===== config.mk =====
export PLATFORM = sky130hd
export DESIGN_NAME = mux4_rr_arbiter
export DESIGN_NICKNAME = d
export VERILOG_FILES = /design/src/rtl/mux4_rr_arbiter.sv
export SDC_FILE = /design/constraint.sdc
export NUM_CORES = 1
export LEC_CHECK = 0
export CAP_MARGIN = 0
export CORE_AREA = 2 2 49 46
export CTS_BUF_LIST = sky130_fd_sc_hd__clkbuf_8
export DETAILED_ROUTE_END_ITERATION = 6
export DIE_AREA = 0 0 51 48
export HOLD_SLACK_MARGIN = 0.03
export PLACE_DENSITY = 0.75
export SYNTH_ARGS = -nofsm -noshare
export SYNTH_HDL_FRONTEND = slang
export SYNTH_SLANG_ARGS = --single-unit

===== constraint.sdc =====
create_clock -name clk -period 1.9 [get_ports clk]
set_input_delay 0.285 -clock clk [delete_from_list [all_inputs] [get_ports clk]]
set_output_delay 0.285 -clock clk [all_outputs]
set_load 0.005 [all_outputs]

===== src/rtl/mux4_rr_arbiter.sv =====
`default_nettype none
// +----------------------------------------------------------------------------+
// | Module      : mux4_rr_arbiter                                              |
// | Description : Round-robin arbiter/sequencer for a shared 4:1 mux. Grants   |
// |               one of four requesters at a time with a bounded burst,       |
// |               drives the mux select and presents the routed data bit.      |
// | Revision    : 1.0 - initial release                                        |
// +----------------------------------------------------------------------------+
module mux4_rr_arbiter #(
    parameter int BURST_MAX = 4,
    parameter int CNT_W     = 4
) (
    input  logic       clk,
    input  logic       rst,
    input  logic [3:0] req,
    input  logic [3:0] i,
    output logic [3:0] gnt,
    output logic [1:0] s,
    output logic       valid,
    output logic       y,
    output logic       burst_end
);

    localparam logic       c_st_idle = 1'b0;
    localparam logic       c_st_busy = 1'b1;
    localparam logic [CNT_W-1:0] c_cnt_last = CNT_W'(BURST_MAX - 1);

    logic             r_state;
    logic [1:0]       r_ptr;
    logic [CNT_W-1:0] r_cnt;
    logic [3:0]       r_gnt;
    logic [1:0]       r_s;
    logic             r_valid;
    logic             r_burst_end;

    logic             w_state_nxt;
    logic [1:0]       w_ptr_nxt;
    logic [CNT_W-1:0] w_cnt_nxt;
    logic [3:0]       w_gnt_nxt;
    logic [1:0]       w_s_nxt;
    logic             w_valid_nxt;
    logic             w_burst_end_nxt;

    logic [1:0]       w_win;
    logic [1:0]       w_idx;
    logic             w_found;
    logic [CNT_W-1:0] w_cnt_inc;
    logic             w_release;

    assign w_cnt_inc = r_cnt + 1'b1;
    // Forced release at the burst limit wins regardless of the current request.
    assign w_release = !req[r_s] || (r_cnt == c_cnt_last);

    // Winner search: first active request scanning upward from the pointer.
    always_comb begin
        w_win   = r_ptr;
        w_idx   = r_ptr;
        w_found = 1'b0;
        for (int k = 0; k < 4; k++) begin
            w_idx = r_ptr + 2'(k);
            if (!w_found && req[w_idx]) begin
                w_win   = w_idx;
                w_found = 1'b1;
            end
        end
    end

    // Next-state and registered-output decode for the IDLE/BUSY sequencer.
    always_comb begin
        w_state_nxt     = r_state;
        w_ptr_nxt       = r_ptr;
        w_cnt_nxt       = r_cnt;
        w_gnt_nxt       = r_gnt;
        w_s_nxt         = r_s;
        w_valid_nxt     = r_valid;
        w_burst_end_nxt = 1'b0;
        case (r_state)
            c_st_idle: begin
                if (|req) begin
                    w_state_nxt     = c_st_busy;
                    w_gnt_nxt       = 4'b0001 << w_win;
                    w_s_nxt         = w_win;
                    w_valid_nxt     = 1'b1;
                    w_cnt_nxt       = '0;
                    w_burst_end_nxt = (c_cnt_last == '0);
                end
            end
            c_st_busy: begin
                if (w_release) begin
                    w_state_nxt = c_st_idle;
                    w_gnt_nxt   = 4'b0000;
                    w_valid_nxt = 1'b0;
                    w_ptr_nxt   = r_s + 2'd1;
                end else begin
                    w_cnt_nxt       = w_cnt_inc;
                    // Flag the upcoming cycle as the final one of a forced release.
                    w_burst_end_nxt = (w_cnt_inc == c_cnt_last);
                end
            end
            default: w_state_nxt = c_st_idle;
        endcase
    end

    // State register with synchronous reset.
    always_ff @(posedge clk) begin
        if (rst) begin
            r_state     <= c_st_idle;
            r_ptr       <= 2'd0;
            r_cnt       <= '0;
            r_gnt       <= 4'b0000;
            r_s         <= 2'd0;
            r_valid     <= 1'b0;
            r_burst_end <= 1'b0;
        end else begin
            r_state     <= w_state_nxt;
            r_ptr       <= w_ptr_nxt;
            r_cnt       <= w_cnt_nxt;
            r_gnt       <= w_gnt_nxt;
            r_s         <= w_s_nxt;
            r_valid     <= w_valid_nxt;
            r_burst_end <= w_burst_end_nxt;
        end
    end

    assign gnt       = r_gnt;
    assign s         = r_s;
    assign valid     = r_valid;
    assign burst_end = r_burst_end;
    assign y         = r_valid & i[r_s];

endmodule
`default_nettype wire


# [Word level (Yosys, flattened, before mapping)]
# Index checks and enable logic that the tools add are counted.
# Widths: inputs -> output; s select.
[op_classes] shifts=1 div_mod_pow=0 n_reduce_logical=13 n_mul=0 bitwise_logic=2 n_addsub=5 order_cmp=5 n_eq_ne=5 muxes=32
[op_table] operator="$mux 4" count=4
[op_table] operator="$pmux 4 s2" count=2
[op_table] operator="$lt 2x3->1 const B" count=5
[op_table] operator="$mux 1" count=14
[op_table] operator="$bmux 1 s2" count=6
[op_table] operator="$eq 4x2->1 const B" count=2
[op_table] operator="$reduce_and 2->1" count=4
[op_table] operator="$mux 2" count=3
[op_table] operator="$pmux 1 s2" count=3
[op_table] operator="$add 2x1->2 const B" count=2
[op_table] operator="$add 2x2->2 const B" count=2
[op_table] operator="$add 4x1->4 const B" count=1
[op_table] operator="$logic_not 1->1" count=4
[op_table] operator="$ne 2x2->1 const B" count=2
[op_table] operator="$reduce_or 4->1" count=1
[op_table] operator="$shl 1x2->4 const A" count=1
[op_table] operator="$logic_and 1x1->1" count=3
[op_table] operator="$ne 2x1->1 const B" count=1
[op_table] operator="$and 1x1->1" count=1
[op_table] operator="$logic_or 1x1->1" count=1
[op_table] operator="$not 1->1" count=1
[word_totals] latchBits=0 ramBits=0 ff_bits=15 in_bits=10 memories=0 romBits=0

# [Logic depth before layout (Yosys ltp)]
# Gate-level depths: netlist of run 1.
[depth] depth_word=15 depth_mapped=6 ltp_nobuf=6

# [Worst setup path after synthesis of run 1]
# OpenSTA, ideal clock, no wires.
[synth_timing] path_type="reg-to-reg" start="register r_s[0], in the netlist s[0]" end="register r_ptr[0]" setup_time_ns=0.067 path_stages_with_launch=7 slack_ns=0.274 t_arrival_ns=1.559 cell_sequence="dfxtp_1 -> buf_6 -> mux2_4 -> or3_1 -> o311a_4 -> or2_1 -> a21oi_2"
[synth_via] elab_chain_cells=5 word_cells_on_any_way=6 cone_classes="1 x add/sub; 2 x mux; 3 x reduce/logical"
[synth_rtl] item="start, declared" line="32" text="logic [1:0] r_s;"
[synth_rtl] item="start signal, assigned" line="119" text="r_s <= w_s_nxt;"
[synth_rtl] item="$bmux 1 s2" line="52" text="assign w_release = !req[r_s] || (r_cnt == c_cnt_last);"
[synth_rtl] item="$mux 1 (implied by the code)" line="52"
[synth_rtl] item="$logic_not 1->1" line="52"
[synth_rtl] item="$logic_or 1x1->1" line="52"
[synth_rtl] item="$reduce_and 2->1 (no line)"
[synth_rtl] item="end signal, assigned" line="116" text="r_ptr <= w_ptr_nxt;"
[synth_rtl] item="end, declared" line="29" text="logic [1:0] r_ptr;"
# Parallel ways exist; a longest one is shown, timed or not. The select of a mux whose other input is x is not followed.
# A chain may end at the register's enable or synchronous reset.

# [Worst setup path after layout of run 1]
[layout_timing] start="input i[2]" end="output y"
[layout_via] elab_chain_cells=3
[layout_rtl] item="start, declared" line="16" text="input logic [3:0] i,"
[layout_rtl] item="$bmux 1 s2" line="129" text="assign y = r_valid & i[r_s];"
[layout_rtl] item="$mux 1 (implied by the code)" line="129"
[layout_rtl] item="$and 1x1->1" line="129"
[layout_rtl] item="end, declared" line="20" text="output logic y,"
# No other way between the ends. The select of a mux whose other input is x is not followed.

==> results by group, run 1 <==
Cells and area
  • Layout area overhead: 40.1%
  • Count of placed standard cells in the final layout, fillers left out: 151
  • Final core occ: 61.4%
  • Fraction of layout instances using a drive strength above 1: 18.3%
  • Ant diodes: 0
  • Number of inserted filler cells in the final layout: 169
  • Cell area after layout: 1160 um2
  • Final-stage net count: 139

Synthesis
  • Synthesized cell area: 831 um2
  • Dominant cell type by area after synthesis: sky130_fd_sc_hd__dfxtp_1
  • Count of state elements after synthesis: 15
  • Share of Yosys cell area claimed by the top area cell type: 36.1%
  • Post-synth EDFFs: 0
  • Number of unique standard cell types used by synthesis: 33
  • Mapped Nets: 107
  • Number of warnings reported in the yosys synthesis log: 0
  • Part of the Yosys area used for sequential elements: 36.1%
  • Share of synthesized flip-flops with an asynchronous set or reset: 0%
  • Avg Cell Area, Syn: 8.75 um2
  • Main flop type after synthesis: sky130_fd_sc_hd__dfxtp_1
  • Top cells by instance count after synthesis: sky130_fd_sc_hd__dfxtp_1 (15), sky130_fd_sc_hd__a21oi_1 (11), sky130_fd_sc_hd__nor2_1 (10)
  • Dominant cells by area after synthesis: sky130_fd_sc_hd__dfxtp_1 (36%), sky130_fd_sc_hd__a21oi_1 (6.6%), sky130_fd_sc_hd__nor2_1 (4.5%)
  • Gate count of the mapped netlist: 95
  • Top-count cell post-synth: sky130_fd_sc_hd__dfxtp_1

Timing
  • Setup slack after layout: 60.1 ps
  • Transition time at the pin with the least slew margin: 473 ps
  • Highest Clock Rate: 0.544 GHz
  • Fin. max-slew vios: 0
  • Setup violations, final: 0
  • Worst clock skew: 7.47 ps
  • Unrepaired setup endpoints after global routing: no
  • Post-route fraction of the period consumed by the critical path: 96.8%
  • Final number of hold-violating endpoints: 0
  • Worst relative slew slack: 68.5%
  • Worst hold slack across all endpoints: 466 ps
  • Fin Setup TNS: 0 ps
  • Post-route minimum period: 1840 ps

Power and ir drop
  • Worst ir drop on vdd: 0.000469 V
  • Static Leakage: 0.465 nW
  • P per Cell Area: 701 nW/um2
  • Total power after layout: 816 uW

Clocking
  • Setup repair bufs after CTS: 0
  • Quantity of hold-fixing buffers added after cts: 0
  • H-tree depth: 1
  • Clock Sink Count: 15
  • Clock Root Buffer: sky130_fd_sc_hd__clkbuf_8
  • Latest clock arrival within the worst-skew pair: 250 ps
  • Clock-pin transition on the worst setup and hold timing paths: 60 ps
  • Clock buffers created by TritonCTS: 3
  • Cts repair resizes: 2
  • Maximum buffer depth of the clock tree: 2
  • Clock tree from TritonCTS: yes

Worst hold path
  • Kind of path behind the tightest hold check: reg2reg
  • Startpoint of the most critical hold path: gnt[3]
  • Instance count along the most critical hold path: 2
  • Endpoint of the worst hold-timing path: gnt[3]

Floorplanning
  • Effective utilization at floorplan: 43.8%
  • Std-Cell Core Area: 1900 um2
  • Chip Height: 48 um
  • Floorplan row count: 15
  • Number of ports placed on the die boundary: 19
  • Die Area: 2450 um2
  • Die width: 51 um

Worst setup path
  • Register-to-Register Path Depth: 6
  • Setup slack, reg-to-reg: 130 ps
  • Category of the worst setup path capture point: output port
  • R2R Path Start: s[0]
  • Required time of the critical path: 1620 ps
  • Type of the worst setup path: in2out
  • Sort of element at the start of the critical path: input pin
  • Arr. time, crit path: 1550 ps
  • Max FO, Critical Path: 1
  • Terminus of the critical flop-to-flop path: r_ptr[0]

Run status
  • Run status: complete, no violations

Route
  • Detail-routed net length per standard cell: 12.8 um
  • 1st-iter DRT viols: 11
  • Detailed route wirelength on metal3: 108 um
  • DR vias/cell: 5.29
  • Met1 WL: 868 um
  • Met2 routed wirelength: 942 um
  • Wire length after detailed routing: 1.93 mm
  • Number of DRC violations after detailed routing: 0
  • Total number of vias: 799
  • Number of antenna-violating nets in the routed design: 0
  • Top routing layer in use: met4
  • Initial DRT Pass Iterations: 4

Placement
  • Half-perimeter wire length of the detailed placement result: 1.50 mm
  • Pre-CTS setup slack: -166 ps
  • Count of input and output buffers: 18
  • Post-Place Cell Area: 1120 um2
  • Number of cells after detailed placement: 147
  • Final RePlAce weighted congestion: 0.736

Global route
  • Pin count of the biggest net entering global routing: 15
  • Total congestion overflow after global routing: 0
  • Number of global-route vias before repair: 713
  • Number of antenna violations at the first check in global routing: 0
  • Total GRT Usage: 17.2%
  • Wire length of the first global-routing pass: 3.09 mm

Flow run
  • Max-cap viol count: 0
metal layers:
metal,vias up,track usage [%]
li1,396,-
met1,382,19.8
met2,19,31.7
met3,2,5.63
met4,0,4.32
met5,-,0
final cells by class:
cell class                 instances  area, um2  share of cell area, %
multi-input combinational         73        493                   42.4
inverter                           5       18.8                   1.61
sequential                        15        300                   25.8
clock inverter                     1       5.00                  0.430
clock buffer                       3       41.3                   3.55
timing repair buffer              29        274                   23.5
tap                               25       31.3                   2.69
placed cells by master, fill, tap and decap left out, drive strengths merged, types with 2 or more instances in the layout:
master | Yosys | routed
clkdlybuf4s50 | 0 | 17
dfxtp | 15 | 15
a21oi | 12 | 12
buf | 1 | 11
nor2 | 10 | 10
nand2 | 9 | 9
nand3 | 7 | 7
inv | 5 | 5
nand3b | 4 | 4
nand2b | 3 | 3
or3 | 3 | 3
clkbuf | 1 | 3
mux4 | 2 | 2
mux2i | 2 | 2
a21o | 2 | 2
o21ai | 2 | 2
ha | 2 | 2
and2 | 2 | 2
or2 | 2 | 2
registers in the layout, summed over array words and instances (netlist names):
register / count
valid: 1
burst_end: 1
r_ptr: 2
gnt: 4
s: 2
r_cnt: 4
r_state: 1
logic make-up after synthesis:
logic type | Yosys count | share of synthesized area [%]
buffers and inverters | 7 | 4.07
adder cells (fa/ha/maj) | 2 | 3.01
multiplexers | 5 | 10.1
AO/OA/AOI/OAI | 22 | 18.7
AND/OR/NAND/NOR | 42 | 25.9
XOR/XNOR | 2 | 2.11
flip-flops | 15 | 36.1
how the worst max path moves through the flow:
| stage | start | endpoint | slack, ps | depth (start not counted) |
|---|---|---|---|---|
| after detailed placement | i[1] | y | -170 | 4 |
| after floorplan | s[0] | r_ptr[0] | 270 | 6 |
| final | i[2] | y | 60 | 4 |
| after global placement | i[1] | y | -140 | 4 |
| after global routing | s[0] | y | 30 | 3 |
| after CTS | i[3] | y | 50 | 4 |
worst max-delay path, cell delays in order:
cell                              delay [ps]
sky130_fd_sc_hd__clkdlybuf4s50_1         410
sky130_fd_sc_hd__mux4_2                  450
sky130_fd_sc_hd__and2_1                  160
sky130_fd_sc_hd__dlygate4sd2_1           250
power breakdown:
part           switching (mW)  internal (mW)  leakage [nW]
logic                  0.0856          0.116         0.317
clock network           0.118          0.145        0.0255
registers              0.0166          0.333         0.122
Note: power is estimated with default switching activity, not from simulation.
==> inputs of run 2 (changes only) <==
ABC_AREA = 1   (was unset)
CORE_AREA = 2 2 54 51   (was 2 2 49 46)
DIE_AREA = 0 0 56 53   (was 0 0 51 48)
PLACE_DENSITY = 0.72   (was 0.75)
==> run 2 against run 1 <==
Worst setup slack better by 220 ps. Sequential power is 25% higher. Clock-buffer cell count stayed put. Cell area is 11% higher. Clock skew is 5.5 ps lower. First-iteration DRC count is 140% higher. Sequential share of layout area is 2.4 points lower. Flip-flop and latch count stayed put. Maximum frequency is 13% higher. Utilization is 7.0 points lower. Critical path type is now reg2reg. Highest routed layer unchanged.
==> results by group, run 2 <==
Worst setup path
  • Crit path max-delay family: simple AND/OR/NAND/NOR gates (was buffers and inverters)
  • Cell with the most instances on the worst path: sky130_fd_sc_hd__nand2_2
  • Required time of the critical path: 2070 ps (was 1620 ps)
  • Cell Chain, Critical Path: inv_2 > nand2_2 > nand2_2 > nand2_4 > nand2_4 > nor2_4 > nand2_2 > nand2_2 > nand2_2 > nor2_4 > nand2_1 > a21oi_1 (was clkdlybuf4s50_1 > mux4_2 > and2_1 > dlygate4sd2_1)
  • Slowest CP cell: sky130_fd_sc_hd__dfxtp_1 (was sky130_fd_sc_hd__mux4_2)
  • Terminus of the critical flop-to-flop path: gnt[3] (was r_ptr[0])
  • Buffers and inverters on the worst path: 1 (was 2)
  • Arr. time, crit path: 1800 ps (was 1550 ps)
  • Sort of element at the start of the critical path: register (was input pin)
  • Type of the worst setup path: reg2reg (was in2out)
  • R2R Path Start: r_ptr[1] (was s[0])
  • Register-to-Register Path Depth: 12 (was 6)
  • Worst path max stage delay: 450 ps (about the same)
  • Max FO, Critical Path: 7 (was 1)
  • Setup slack, reg-to-reg: 280 ps (was 130 ps)
  • Category of the worst setup path capture point: register (was output port)

Timing
  • Worst relative slew slack: 72.8% (was 68.5%)
  • Setup violations, final: 0 (unchanged)
  • Fin Setup TNS: 0 ps (unchanged)
  • Post-route minimum period: 1620 ps (was 1840 ps)
  • Unrepaired setup endpoints after global routing: no (unchanged)
  • Worst hold slack across all endpoints: 480 ps (was 466 ps)
  • Post-route fraction of the period consumed by the critical path: 85.5% (was 96.8%)
  • Transition time at the pin with the least slew margin: 406 ps (was 473 ps)
  • Highest Clock Rate: 0.616 GHz (was 0.544 GHz)
  • Worst clock skew: 2.01 ps (was 7.47 ps)
  • Final number of hold-violating endpoints: 0 (unchanged)
  • Fin. max-slew vios: 0 (unchanged)

Global route
  • Total GRT Usage: 17.8% (was 17.2%)
  • Wire length of the first global-routing pass: 4.12 mm (was 3.09 mm)
  • Pin count of the biggest net entering global routing: 12 (was 15)
  • Total congestion overflow after global routing: 0 (unchanged)
  • Number of global-route vias before repair: 989 (was 713)
  • Number of antenna violations at the first check in global routing: 0 (unchanged)

Floorplanning
  • Effective utilization at floorplan: 42.9% (was 43.8%)
  • Die Area: 2970 um2 (was 2450 um2)
  • Chip Height: 53 um (was 48 um)
  • Floorplan row count: 17 (was 15)
  • Std-Cell Core Area: 2380 um2 (was 1900 um2)
  • Number of ports placed on the die boundary: 19 (unchanged)
  • Die width: 56 um (was 51 um)

Placement
  • Number of cells after detailed placement: 206 (was 147)
  • Post-Place Cell Area: 1240 um2 (was 1120 um2)
  • Half-perimeter wire length of the detailed placement result: 1.93 mm (was 1.50 mm)
  • Count of input and output buffers: 18 (unchanged)
  • Final RePlAce weighted congestion: 0.775 (was 0.736)

Route
  • Wire length after detailed routing: 2.39 mm (was 1.93 mm)
  • Total number of vias: 1069 (was 799)
  • Number of antenna-violating nets in the routed design: 0 (unchanged)
  • Detail-routed net length per standard cell: 11.4 um (was 12.8 um)
  • 1st-iter DRT viols: 26 (was 11)
  • DR vias/cell: 5.09 (was 5.29)
  • Number of DRC violations after detailed routing: 0 (unchanged)
  • Initial DRT Pass Iterations: 5 (was 4)

Clocking
  • Maximum buffer depth of the clock tree: 2 (unchanged)
  • Clock-pin transition on the worst setup and hold timing paths: 60 ps (about the same)
  • H-tree depth: 1 (unchanged)
  • Latest clock arrival within the worst-skew pair: 250 ps (about the same)
  • Quantity of hold-fixing buffers added after cts: 0 (unchanged)
  • Clock Sink Count: 15 (unchanged)
  • Clock tree from TritonCTS: yes (unchanged)
  • Clock Root Buffer: sky130_fd_sc_hd__clkbuf_8 (unchanged)
  • Clock buffers created by TritonCTS: 3 (unchanged)

Cells and area
  • Final-stage net count: 195 (was 139)
  • Cell area after layout: 1290 um2 (was 1160 um2)
  • Fraction of layout instances using a drive strength above 1: 14.8% (was 18.3%)
  • Count of placed standard cells in the final layout, fillers left out: 210 (was 151)
  • Number of inserted filler cells in the final layout: 241 (was 169)
  • Layout area overhead: 26.7% (was 40.1%)
  • Ant diodes: 0 (unchanged)
  • Most frequent standard cell in the layout excluding fill and tap cells: sky130_fd_sc_hd__nand2_1 (was sky130_fd_sc_hd__clkdlybuf4s50_1)
  • Commonest non-fill, non-tap cells in the layout: sky130_fd_sc_hd__nand2_1 (52), sky130_fd_sc_hd__nand3_1 (18), sky130_fd_sc_hd__clkdlybuf4s50_1 (17), sky130_fd_sc_hd__inv_1 (14) (was sky130_fd_sc_hd__clkdlybuf4s50_1 (17), sky130_fd_sc_hd__dfxtp_1 (15), sky130_fd_sc_hd__a21oi_1 (11), sky130_fd_sc_hd__nor2_1 (10), sky130_fd_sc_hd__buf_4 (10))

Synthesis
  • Mapped Nets: 171 (was 107)
  • Part of the Yosys area used for sequential elements: 29.4% (was 36.1%)
  • Number of warnings reported in the yosys synthesis log: 0 (unchanged)
  • Number of unique standard cell types used by synthesis: 21 (was 33)
  • Top cells by instance count after synthesis: sky130_fd_sc_hd__nand2_1 (52), sky130_fd_sc_hd__nand3_1 (18), sky130_fd_sc_hd__dfxtp_1 (15) (was sky130_fd_sc_hd__dfxtp_1 (15), sky130_fd_sc_hd__a21oi_1 (11), sky130_fd_sc_hd__nor2_1 (10))
  • Count of state elements after synthesis: 15 (unchanged)
  • Share of Yosys cell area claimed by the top area cell type: 29.4% (was 36.1%)
  • Share of synthesized flip-flops with an asynchronous set or reset: 0% (unchanged)
  • Post-synth EDFFs: 0 (unchanged)
  • Avg Cell Area, Syn: 6.43 um2 (was 8.75 um2)
  • Dominant cells by area after synthesis: sky130_fd_sc_hd__dfxtp_1 (29%), sky130_fd_sc_hd__nand2_1 (19%), sky130_fd_sc_hd__nand3_1 (8.8%) (was sky130_fd_sc_hd__dfxtp_1 (36%), sky130_fd_sc_hd__a21oi_1 (6.6%), sky130_fd_sc_hd__nor2_1 (4.5%))
  • Synthesized cell area: 1020 um2 (was 831 um2)
  • Gate count of the mapped netlist: 159 (was 95)
  • Dominant cell type by area after synthesis: sky130_fd_sc_hd__dfxtp_1 (unchanged)
  • Top-count cell post-synth: sky130_fd_sc_hd__nand2_1 (was sky130_fd_sc_hd__dfxtp_1)
  • Main flop type after synthesis: sky130_fd_sc_hd__dfxtp_1 (unchanged)

Worst hold path
  • Kind of path behind the tightest hold check: reg2reg (unchanged)
  • Instance count along the most critical hold path: 2 (unchanged)
  • Startpoint of the most critical hold path: valid (was gnt[3])
  • Endpoint of the worst hold-timing path: valid (was gnt[3])

Power and ir drop
  • Static Leakage: 0.624 nW (was 0.465 nW)
  • Worst ir drop on vdd: 0.000602 V (was 0.000469 V)
  • P per Cell Area: 1100 nW/um2 (was 701 nW/um2)

Run status
  • Run status: complete, no violations (unchanged)

Flow run
  • Max-cap viol count: 0 (unchanged)
[run 2: cell count changes in the layout (fill, tap and decap cells not counted), moves of 4 or more]
cell	change
sky130_fd_sc_hd__nand2_4	+4
sky130_fd_sc_hd__inv_1	+9
sky130_fd_sc_hd__buf_4	-7
sky130_fd_sc_hd__o21ai_0	+5
sky130_fd_sc_hd__nand2_2	+8
sky130_fd_sc_hd__nand3b_1	-4
sky130_fd_sc_hd__nand2_1	+43
sky130_fd_sc_hd__nand3_1	+11
[run 2: how the worst max path moves through the flow]
stage	from	end	slack, ps	cells past startpoint
final	r_ptr[1]	gnt[3]	280	12
after global routing	r_ptr[1]	gnt[1]	90	12
after CTS	s[0]	y	10	4
after detailed placement	req[3]	gnt[3]	9	12
after global placement	i[0]	y	30	6
after floorplan	r_ptr[0]	s[0]	500	11
[run 2: cell families after synthesis]
family          synth area share [%]
flops                           29.4
fa+ha+maj                       2.45
xor+xnor                        1.71
compound gates                  13.1
buf+inv                         7.34
simple gates                    46.0
[run 2: where the power goes]
| group | leakage, nW | switching, mW | total [mW] | internal [mW] |
|---|---|---|---|---|
| Clock | 0.0269 | 0.107 | 0.250 | 0.143 |
| Combinational | 0.473 | 0.442 | 0.743 | 0.301 |
| Sequential | 0.124 | 0.0583 | 0.438 | 0.380 |
[run 2: worst register-to-register path, delay by kind of cell, from the launching register on]
kind / cells / cell delay (ps)
compound gates: 1 / 120
buf+inv: 1 / 140
flops: 1 / 450
simple gates: 10 / 850
[run 2: layer usage]
metal	GRT usage [%]	up-vias	part of all wire, %
met5	0	-	0
met4	8.33	0	1.8
met3	2.93	5	2.5
met2	32.7	13	51
met1	20.2	490	45
li1	-	561	-
[run 2: through the flow]
step	total power, mW	worst slack, ps	util [%]
2_1_floorplan	0.961	498	-
5_1_grt	1.56	89.5	54.4
3_5_place_dp	1.19	9.04	52.3
3_3_place_gp	1.17	30.3	52.3
6_report	1.43	275	54.4
4_1_cts	1.44	10.2	54.1
[run 2: repair_timing]
item | in CTS | in global routing
gates resized for setup | 0 | 3
setup buffers | 0 | 0
endpoints found under the setup margin | 0 | 1
[run 2: layout make-up]
cell class | count | area [um2] | area share, %
flip-flops and latches | 15 | 303 | 23.4
repair buffers | 21 | 205 | 15.8
well taps | 28 | 35.0 | 2.71
multi-input cells | 126 | 647 | 50.0
clock buffers | 3 | 41.3 | 3.19
clock inverters | 1 | 3.75 | 0.290
inverters | 16 | 60.1 | 4.64
==> inputs of run 3 (changes only) <==
ABC_AREA = unset   (was 1)
CORE_AREA = 2 2 49 46   (was 2 2 54 51)
DIE_AREA = 0 0 51 48   (was 0 0 56 53)
PLACE_DENSITY = 0.75   (was 0.72)
==> results of run 3 <==
No change in the layout: final DEF, timing and power equal those of run 1.
